===== src/rtl/cape_et_gen.sv =====
// Stochastic-bitstream generator: expands latched binary values into per-channel
// bit streams whose 1-density equals value/2^p, using bit-reversed counter slices.
module cape_et_gen #(
    parameter int WIDTH      = 4,
    parameter int NUM_INPUTS = 2
) (
    input  logic                          clk,
    input  logic                          rst,
    input  logic                          start,
    input  logic                          abort,
    input  logic [$clog2(WIDTH+1)-1:0]    prec,
    input  logic [WIDTH-1:0]              Bxs [NUM_INPUTS],
    output logic                          busy,
    output logic                          Xs_valid,
    output logic [NUM_INPUTS-1:0]         Xs,
    output logic                          done,
    output logic [NUM_INPUTS*WIDTH:0]     ones [NUM_INPUTS],
    output logic [NUM_INPUTS*WIDTH:0]     len
);

    localparam int PW = $clog2(WIDTH+1);
    localparam int CW = NUM_INPUTS*WIDTH+1;
    localparam logic [PW-1:0] P_MAX = PW'(WIDTH);

    localparam logic [1:0] IDLE = 2'd0;
    localparam logic [1:0] RUN  = 2'd1;
    localparam logic [1:0] DONE = 2'd2;

    logic [1:0]            state_reg, state_next;
    logic [CW-1:0]         cnt_reg;
    logic [PW-1:0]         p_reg;
    logic [PW-1:0]         p_next;
    logic [WIDTH-1:0]      bx_reg   [NUM_INPUTS];
    logic [CW-1:0]         ones_reg [NUM_INPUTS];
    logic [CW-1:0]         len_reg;
    logic [CW-1:0]         last_cnt;
    logic [NUM_INPUTS-1:0] xs_run;
    logic                  in_run;
    logic                  run_end;

    assign in_run   = (state_reg == RUN);
    assign busy     = (state_reg == RUN) || (state_reg == DONE);
    assign Xs_valid = in_run;
    assign done     = (state_reg == DONE);
    assign Xs       = in_run ? xs_run : '0;
    assign len      = len_reg;

    // Out-of-range precision (0 or above WIDTH) means full precision.
    assign p_next   = ((prec == '0) || (prec > P_MAX)) ? P_MAX : prec;
    assign last_cnt = (CW'(1) << (NUM_INPUTS * int'(p_reg))) - CW'(1);
    assign run_end  = (cnt_reg == last_cnt) || abort;

    genvar gi;
    generate
        for (gi = 0; gi < NUM_INPUTS; gi++) begin : g_ch
            logic [CW-1:0]    seg;
            logic [WIDTH-1:0] r;
            logic [WIDTH-1:0] bx_masked;

            // Channel gi owns counter bits [gi*p +: p]; reversing them spreads
            // consecutive counts evenly across the comparison range.
            always_comb begin
                seg       = cnt_reg >> (gi * int'(p_reg));
                r         = '0;
                bx_masked = '0;
                for (int b = 0; b < WIDTH; b++) begin
                    if (b < int'(p_reg))
                        r[WIDTH-1-b] = seg[b];
                    if (b >= WIDTH - int'(p_reg))
                        bx_masked[b] = bx_reg[gi][b];
                end
            end

            assign xs_run[gi] = (bx_masked > r);
            assign ones[gi]   = ones_reg[gi];
        end
    endgenerate

    always_comb begin
        state_next = state_reg;
        case (state_reg)
            IDLE:    if (start) state_next = RUN;
            RUN:     if (run_end) state_next = DONE;
            DONE:    state_next = IDLE;
            default: state_next = IDLE;
        endcase
    end

    always_ff @(posedge clk) begin
        if (rst) begin
            state_reg <= IDLE;
            cnt_reg   <= '0;
            p_reg     <= '0;
            len_reg   <= '0;
            for (int i = 0; i < NUM_INPUTS; i++) begin
                bx_reg[i]   <= '0;
                ones_reg[i] <= '0;
            end
        end else begin
            state_reg <= state_next;
            case (state_reg)
                IDLE: begin
                    if (start) begin
                        cnt_reg <= '0;
                        p_reg   <= p_next;
                        len_reg <= '0;
                        for (int i = 0; i < NUM_INPUTS; i++) begin
                            bx_reg[i]   <= Bxs[i];
                            ones_reg[i] <= '0;
                        end
                    end
                end
                RUN: begin
                    len_reg <= len_reg + CW'(1);
                    for (int i = 0; i < NUM_INPUTS; i++)
                        ones_reg[i] <= ones_reg[i] + CW'(xs_run[i]);
                    if (!run_end)
                        cnt_reg <= cnt_reg + CW'(1);
                end
                default: ;
            endcase
        end
    end

endmodule


===== config.mk =====
export PLATFORM = sky130hd
export DESIGN_NAME = cape_et_gen
export DESIGN_NICKNAME = d
export VERILOG_FILES = /design/src/rtl/cape_et_gen.sv
export SDC_FILE = /design/constraint.sdc
export NUM_CORES = 1
export LEC_CHECK = 0
export CAP_MARGIN = 40
export CORE_MARGIN = 8
export CORE_UTILIZATION = 45
export CTS_BUF_LIST = sky130_fd_sc_hd__clkbuf_4 sky130_fd_sc_hd__clkbuf_8
export CTS_CLUSTER_DIAMETER = 200
export DETAILED_ROUTE_END_ITERATION = 16
export GPL_TIMING_DRIVEN = 0
export PLACE_DENSITY = 0.68
export SLEW_MARGIN = 20
export SYNTH_ARGS = -nofsm -noshare
export SYNTH_HDL_FRONTEND = slang
export SYNTH_SLANG_ARGS = --single-unit

===== constraint.sdc =====
create_clock -name clk -period 7.5 [get_ports clk]
set_input_delay 1.125 -clock clk [delete_from_list [all_inputs] [get_ports clk]]
set_output_delay 1.125 -clock clk [all_outputs]
set_load 0.02 [all_outputs]

# Yosys cells after proc, flatten, opt, wreduce, memory -nomap -nowiden
# Memory sizes are Yosys's and may differ from the RTL's.
# Cells that the tools add are included.
# word_totals
register_bits	23
out_inout_bits	32
in_bits	15
ram_bits	26
n_memories	2
elab_cells	87
# mem_list
memory	words	width	rd	rd_clocked_by_memory_dff	write_ports	line_no	rtl
ones_reg	2	9	2	0	2	34	logic [CW-1:0] ones_reg [NUM_INPUTS];
bx_reg	2	4	2	0	2	33	logic [WIDTH-1:0] bx_reg [NUM_INPUTS];
# classes
bitwise_logic	6
n_reduce_logical	10
n_eq_ne	6
n_lt_le_gt_ge	11
shift	2
addsub	6
muxes	40
# op_table
operator	count
9-bit 2-to-1 mux	6
9-bit case mux with 2 select lines	2
1-bit 2-to-1 mux	25
9-bit by 1-bit adder with 9-bit output	2
9-bit by 1-bit adder with 9-bit output (second input constant)	2
9-bit == test	1
1-bit by 4-bit left shift with 9-bit output (first input constant)	1
9-bit by 3-bit >> shifter with 4-bit output	1
9-bit by 2-bit subtractor with 9-bit output (second input constant)	1
3-bit by 4-bit >= comparator with 1-bit output (first input constant)	2
4-bit greater-than comparator	2
4-bit 2-to-1 mux	2
1-bit by 3-bit less-than comparator with 1-bit output (first input constant)	2
2-bit by 3-bit less-than comparator with 1-bit output (first input constant)	2
2-bit 2-to-1 mux	3
1-bit OR	6
2-bit AND reduction	3
1-bit by 4-bit >= comparator with 1-bit output (first input constant)	1
2-bit by 4-bit >= comparator with 1-bit output (first input constant)	1
2-bit inequality test (second input constant)	2
2-bit case mux with 2 select lines	1
3-bit by 3-bit subtractor with 4-bit output (first input constant)	1
3-bit greater-than comparator (second input constant)	1
3-bit logical NOT	1
8 further kinds	10

# Logic depth before layout (Yosys ltp)
# Gate-level depths: netlist of the first run.
# logic_depth
depth_word	6
mapped_depth	18
depth_no_buf	17

# Least setup slack after synthesis of the first run
# Ideal clock, no wire load.
# synth_path
path_type	register to output
startpoint	register p_reg[0]
endpoint	output Xs[0]
arrival_ns	2.826
required_ns	6.375
path_slack_ns	3.549
stages_incl_launch_ff	15
n_path_buf	1
cell_sequence	dfxtp_1 -> buf_1 -> inv_1 -> ha_1 -> ha_1 -> inv_1 -> o21ai_0 -> and2_1 -> ha_1 -> nor2b_1 -> o21ai_0 -> nand2b_1 -> a21oi_1 -> a41oi_1 -> and2_1
# synth_via
elab_chain_cells	5
elab_cells_between_ends	19
classes_between	add/sub: 1; order compare: 9; mux: 9
# synth_rtl
item	line_no	rtl
start, declared	31	logic [PW-1:0] p_reg;
start signal, assigned	105	p_reg <= p_next;
3-bit by 3-bit subtractor with 4-bit output	69	if (b >= WIDTH - int'(p_reg))
1-bit by 4-bit >= comparator with 1-bit output (tied with other cells)	69	
1-bit 2-to-1 mux	69	
4-bit greater-than comparator (*)	74	assign xs_run[gi] = (bx_masked > r);
2-bit 2-to-1 mux (*)	45	assign Xs = in_run ? xs_run : '0;
end, declared	15	output logic [NUM_INPUTS-1:0] Xs,
# Every way passes the cells marked *; elsewhere a longest branch is shown, timed or not.

# Worst setup path in the final report of the first run
# Ends and elaborated chain as after synthesis.

==> results of run 1 <==
[cell usage in the layout, fill, tap and decap left out, types with 4 or more instances in the layout]
cell,synthesis,routed
clkbuf_8,0,6
and3_1,6,6
xor2_1,12,12
mux2i_1,8,8
inv_1,13,13
nor2b_1,8,8
clkdlybuf4s50_1,0,46
nand3_1,13,13
xnor2_1,8,8
dfxtp_1,23,23
or3_1,8,8
nand4_1,5,5
edfxtp_1,26,26
o21ai_0,19,19
clkbuf_1,6,6
a21oi_1,21,21
ha_1,29,29
nand2b_1,9,9
and2_1,19,19
nand2_1,31,31
nor2_1,27,27
a31oi_1,4,4
nor3_1,6,6
[area by class of cell]
type / count / share of cell area (%)
Tap cell: 80 / 2.65
Inverter: 13 / 1.29
Clock inverter: 2 / 0.962
Buffer: 10 / 1.16
Multi-Input combinational cell: 259 / 46.7
Sequential cell: 49 / 32.9
Timing Repair Buffer: 46 / 12.2
Clock buffer: 6 / 2.19
[power by group]
group	total, mW	internal [mW]	switching [mW]
logic	0.436	0.186	0.251
clock network	0.205	0.109	0.0960
registers	0.392	0.346	0.0459
[synth_stat cells (2+ instances only)]
library cell	number
xor2_1	12
nor3_1	6
a211oi_1	2
dfxtp_1	23
a211oi_2	2
o21a_1	2
inv_1	13
or3_1	8
nand2_1	31
nor2b_1	8
nor2_1	27
edfxtp_1	26
clkbuf_1	6
a41o_1	2
nand4_1	5
a41oi_1	2
a21oi_1	21
and2_1	19
xnor2_1	8
o21ai_0	19
a31oi_1	4
and3_1	6
mux2i_1	8
ha_1	29
o31ai_1	2
nand3_1	13
nand2b_1	9
buf_2	2
[through the flow]
step,setup WS [ps],instances,power [mW],cell area (um^2)
final,2320,465,1.03,3770
after global routing,1990,465,1.10,3770
after CTS,2280,465,1.04,3770
after detailed placement,2660,457,0.836,3650
after global placement,2720,457,0.825,3650
after floorplan,3550,331,0.678,3090
[layer usage]
| metal | vias up | global-route usage, % |
|---|---|---|
| met3 | 8 | 2.82 |
| li1 | 1278 | - |
| met2 | 45 | 22.8 |
| met4 | 0 | 6.61 |
| met5 | - | 0 |
| met1 | 1160 | 16.3 |
[cells by family (layout without fill, tap and decap cells)]
family,after synthesis,after routing,share of synthesized area [%]
muxes,9,9,3.32
AOI/OAI and AO/OA,65,65,13.3
xor gates and xnor gates,20,20,5.66
buffers and inverters,23,77,2.99
adders and majority gates,29,29,11.7
and+or+nand+nor,136,136,22.8
DFF,49,49,40.1
[worst min path at each step]
stage | start | to | slack, ps | cells past startpoint
6_report | state_reg[0] | state_reg[0] | 520 | 2
5_1_grt | len[5] | len[5] | 560 | 2
4_1_cts | state_reg[0] | state_reg[0] | 520 | 2
3_3_place_gp | state_reg[0] | state_reg[0] | 490 | 2
2_1_floorplan | state_reg[0] | state_reg[0] | 470 | 2
3_5_place_dp | state_reg[0] | state_reg[0] | 500 | 2
[critical path, delay by kind of cell (launching register included)]
kind / cells / cell delay, ps
AOI/OAI and AO/OA: 4 / 450
adders and majority gates: 3 / 910
and+or+nand+nor: 4 / 570
DFF: 1 / 450
buffers and inverters: 4 / 1340
==> impl_metrics.tcl, run 1 <==
set metrics [dict create \
    p_leak_nw 1.42 \
    crit_slowest_cell "clkdlybuf4s50_1" \
    grt_pass1_vias 2405 \
    r2r_start "p_reg[0]" \
    dp_hpwl_um 5020 \
    synth-main-ff-cell "edfxtp_1" \
    yosysUniqueCellTypes 44 \
    fin_setup_tns_ps 0 \
    required_ps 6380 \
    worstPathArrival_ps 4050 \
    crit_top_cell "ha_1" \
    yosys.area.top_type "edfxtp_1" \
    drc 0 \
    vias 2491 \
    track_usage_pct 13.7 \
    cts.sinks 49 \
    ys_seq_elements 49 \
    ir_drop_v 0.0000929 \
    syn_avg_cell_area_um2 9.35 \
    wl_met3_um 239 \
    wl_per_cell_um 14.2 \
    crit_path_end "Xs[0]" \
    cap_violations 0 \
    ant_nets 0 \
    cts_made_buffers 5 \
    gp_congestion 0.847 \
    mappedNetlistNets 375 \
    clock-root-buffer "clkbuf_8" \
    grt_max_degree 19 \
    largest_reg_flops 18 \
    drt_iter0_markers 130 \
    drt_wl_total_um 6580 \
    m1WireLength_um 3040 \
    synth_area_mm2 0.00309 \
    postCtsSetupRepairBufs 0 \
    io_buffers 46 \
    crit_fanout 10 \
    seqCellArea_mm2 0.00124 \
    timing.fmax_mhz 193 \
    setup.worst_path.end_class "primary output" \
    htreeDepth 2 \
    synthArstFlopShare_pct 0 \
    top_level_ports 47 \
    cts_hold_buf 0 \
    cts_tree "built" \
    cp-start-kind "register" \
    hold_viol 0 \
    yosysSeqAreaShare_pct 40.1 \
    clk_pin_slew_ps 100 \
    drt_first_pass_iters 4 \
    min_period_ps 5180 \
    antenna_found_initial 0 \
    vias_per_cell 5.36 \
    r2r-end "ones_reg[0][8]" \
    dr_wl_met2_um 3180 \
    netlist.area_leader.share_pct 25.2 \
    core_area_mm2 0.00672 \
    hp-class "reg -> reg" \
    grt-ovfl-total 0 \
    crit_chain "buf_1 > inv_1 > ha_1 > ha_1 > inv_1 > o21ai_0 > and2_1 > ha_1 > nor2b_1 > o21ai_0 > nand2b_1 > a21oi_1 > a41oi_1 > and2_1 > clkdlybuf4s50_1" \
    fin_skew_ps 11.9 \
    tightest_slew_ps 794 \
    fill_cells 599 \
    setup_viol 0 \
    insertedDiodeCount 0 \
    top_layer_used "met4" \
    layout.nets 428 \
    final_max_slew_viol_count 0 \
    drive_gt1_share_pct 5.45 \
    reg2reg_depth 18 \
    finalCritPeriodShare_pct 69.0 \
    die_area_mm2 0.00979 \
    cts_resized 0 \
    outcome "complete, no violations" \
    grt_pass1_wl_um 11000 \
    initial_core_util_pct 46.1 \
    rows 30 \
    worstSetupPathType "reg -> out" \
    r2r_setup_slack_ps 3300 \
    ys_top_cells_by_area "edfxtp_1, dfxtp_1, ha_1" \
    hold_ws_ps 521 \
    clk_latency_ps 310 \
    area_growth_pct 22.0 \
    slew-limit-headroom_pct 46.9 \
    grt_setup_unrepaired "no" \
    synth_edf_count 26 \
    crit_start "p_reg[0]" \
    die_h_um 98.9 \
    power.density_mw_per_mm2 274 \
    crit_path_max_incr_delay_ps 610 \
    cts_max_path_buffers 2 \
    multiInputGateArea_mm2 0.00176 \
    finish.utilization_pct 56.2 \
    die_w_um 98.9 \
    syn_inst 331 \
    yosysWarningCount 0 \
]
Note: power is estimated with default switching activity, not from simulation.
==> inputs of run 2 (changes only) <==
==> constraint.sdc (replaced) <==
create_clock -name clk -period 5.4 [get_ports clk]
set_input_delay 0.81 -clock clk [delete_from_list [all_inputs] [get_ports clk]]
set_output_delay 0.81 -clock clk [all_outputs]
set_load 0.02 [all_outputs]
==> results of run 2 <==
The final DEF is identical to that of run 1. Status: complete, no violations.
Among the figures that moved: setup slack after placement 2660 ps -> 875 ps; setup slack after layout 2320 ps -> 537 ps; register-to-register setup slack 3300 ps -> 1200 ps; total power 1.03 mW -> 1.43 mW; worst IR drop on VDD 0.0000929 V -> 0.000129 V
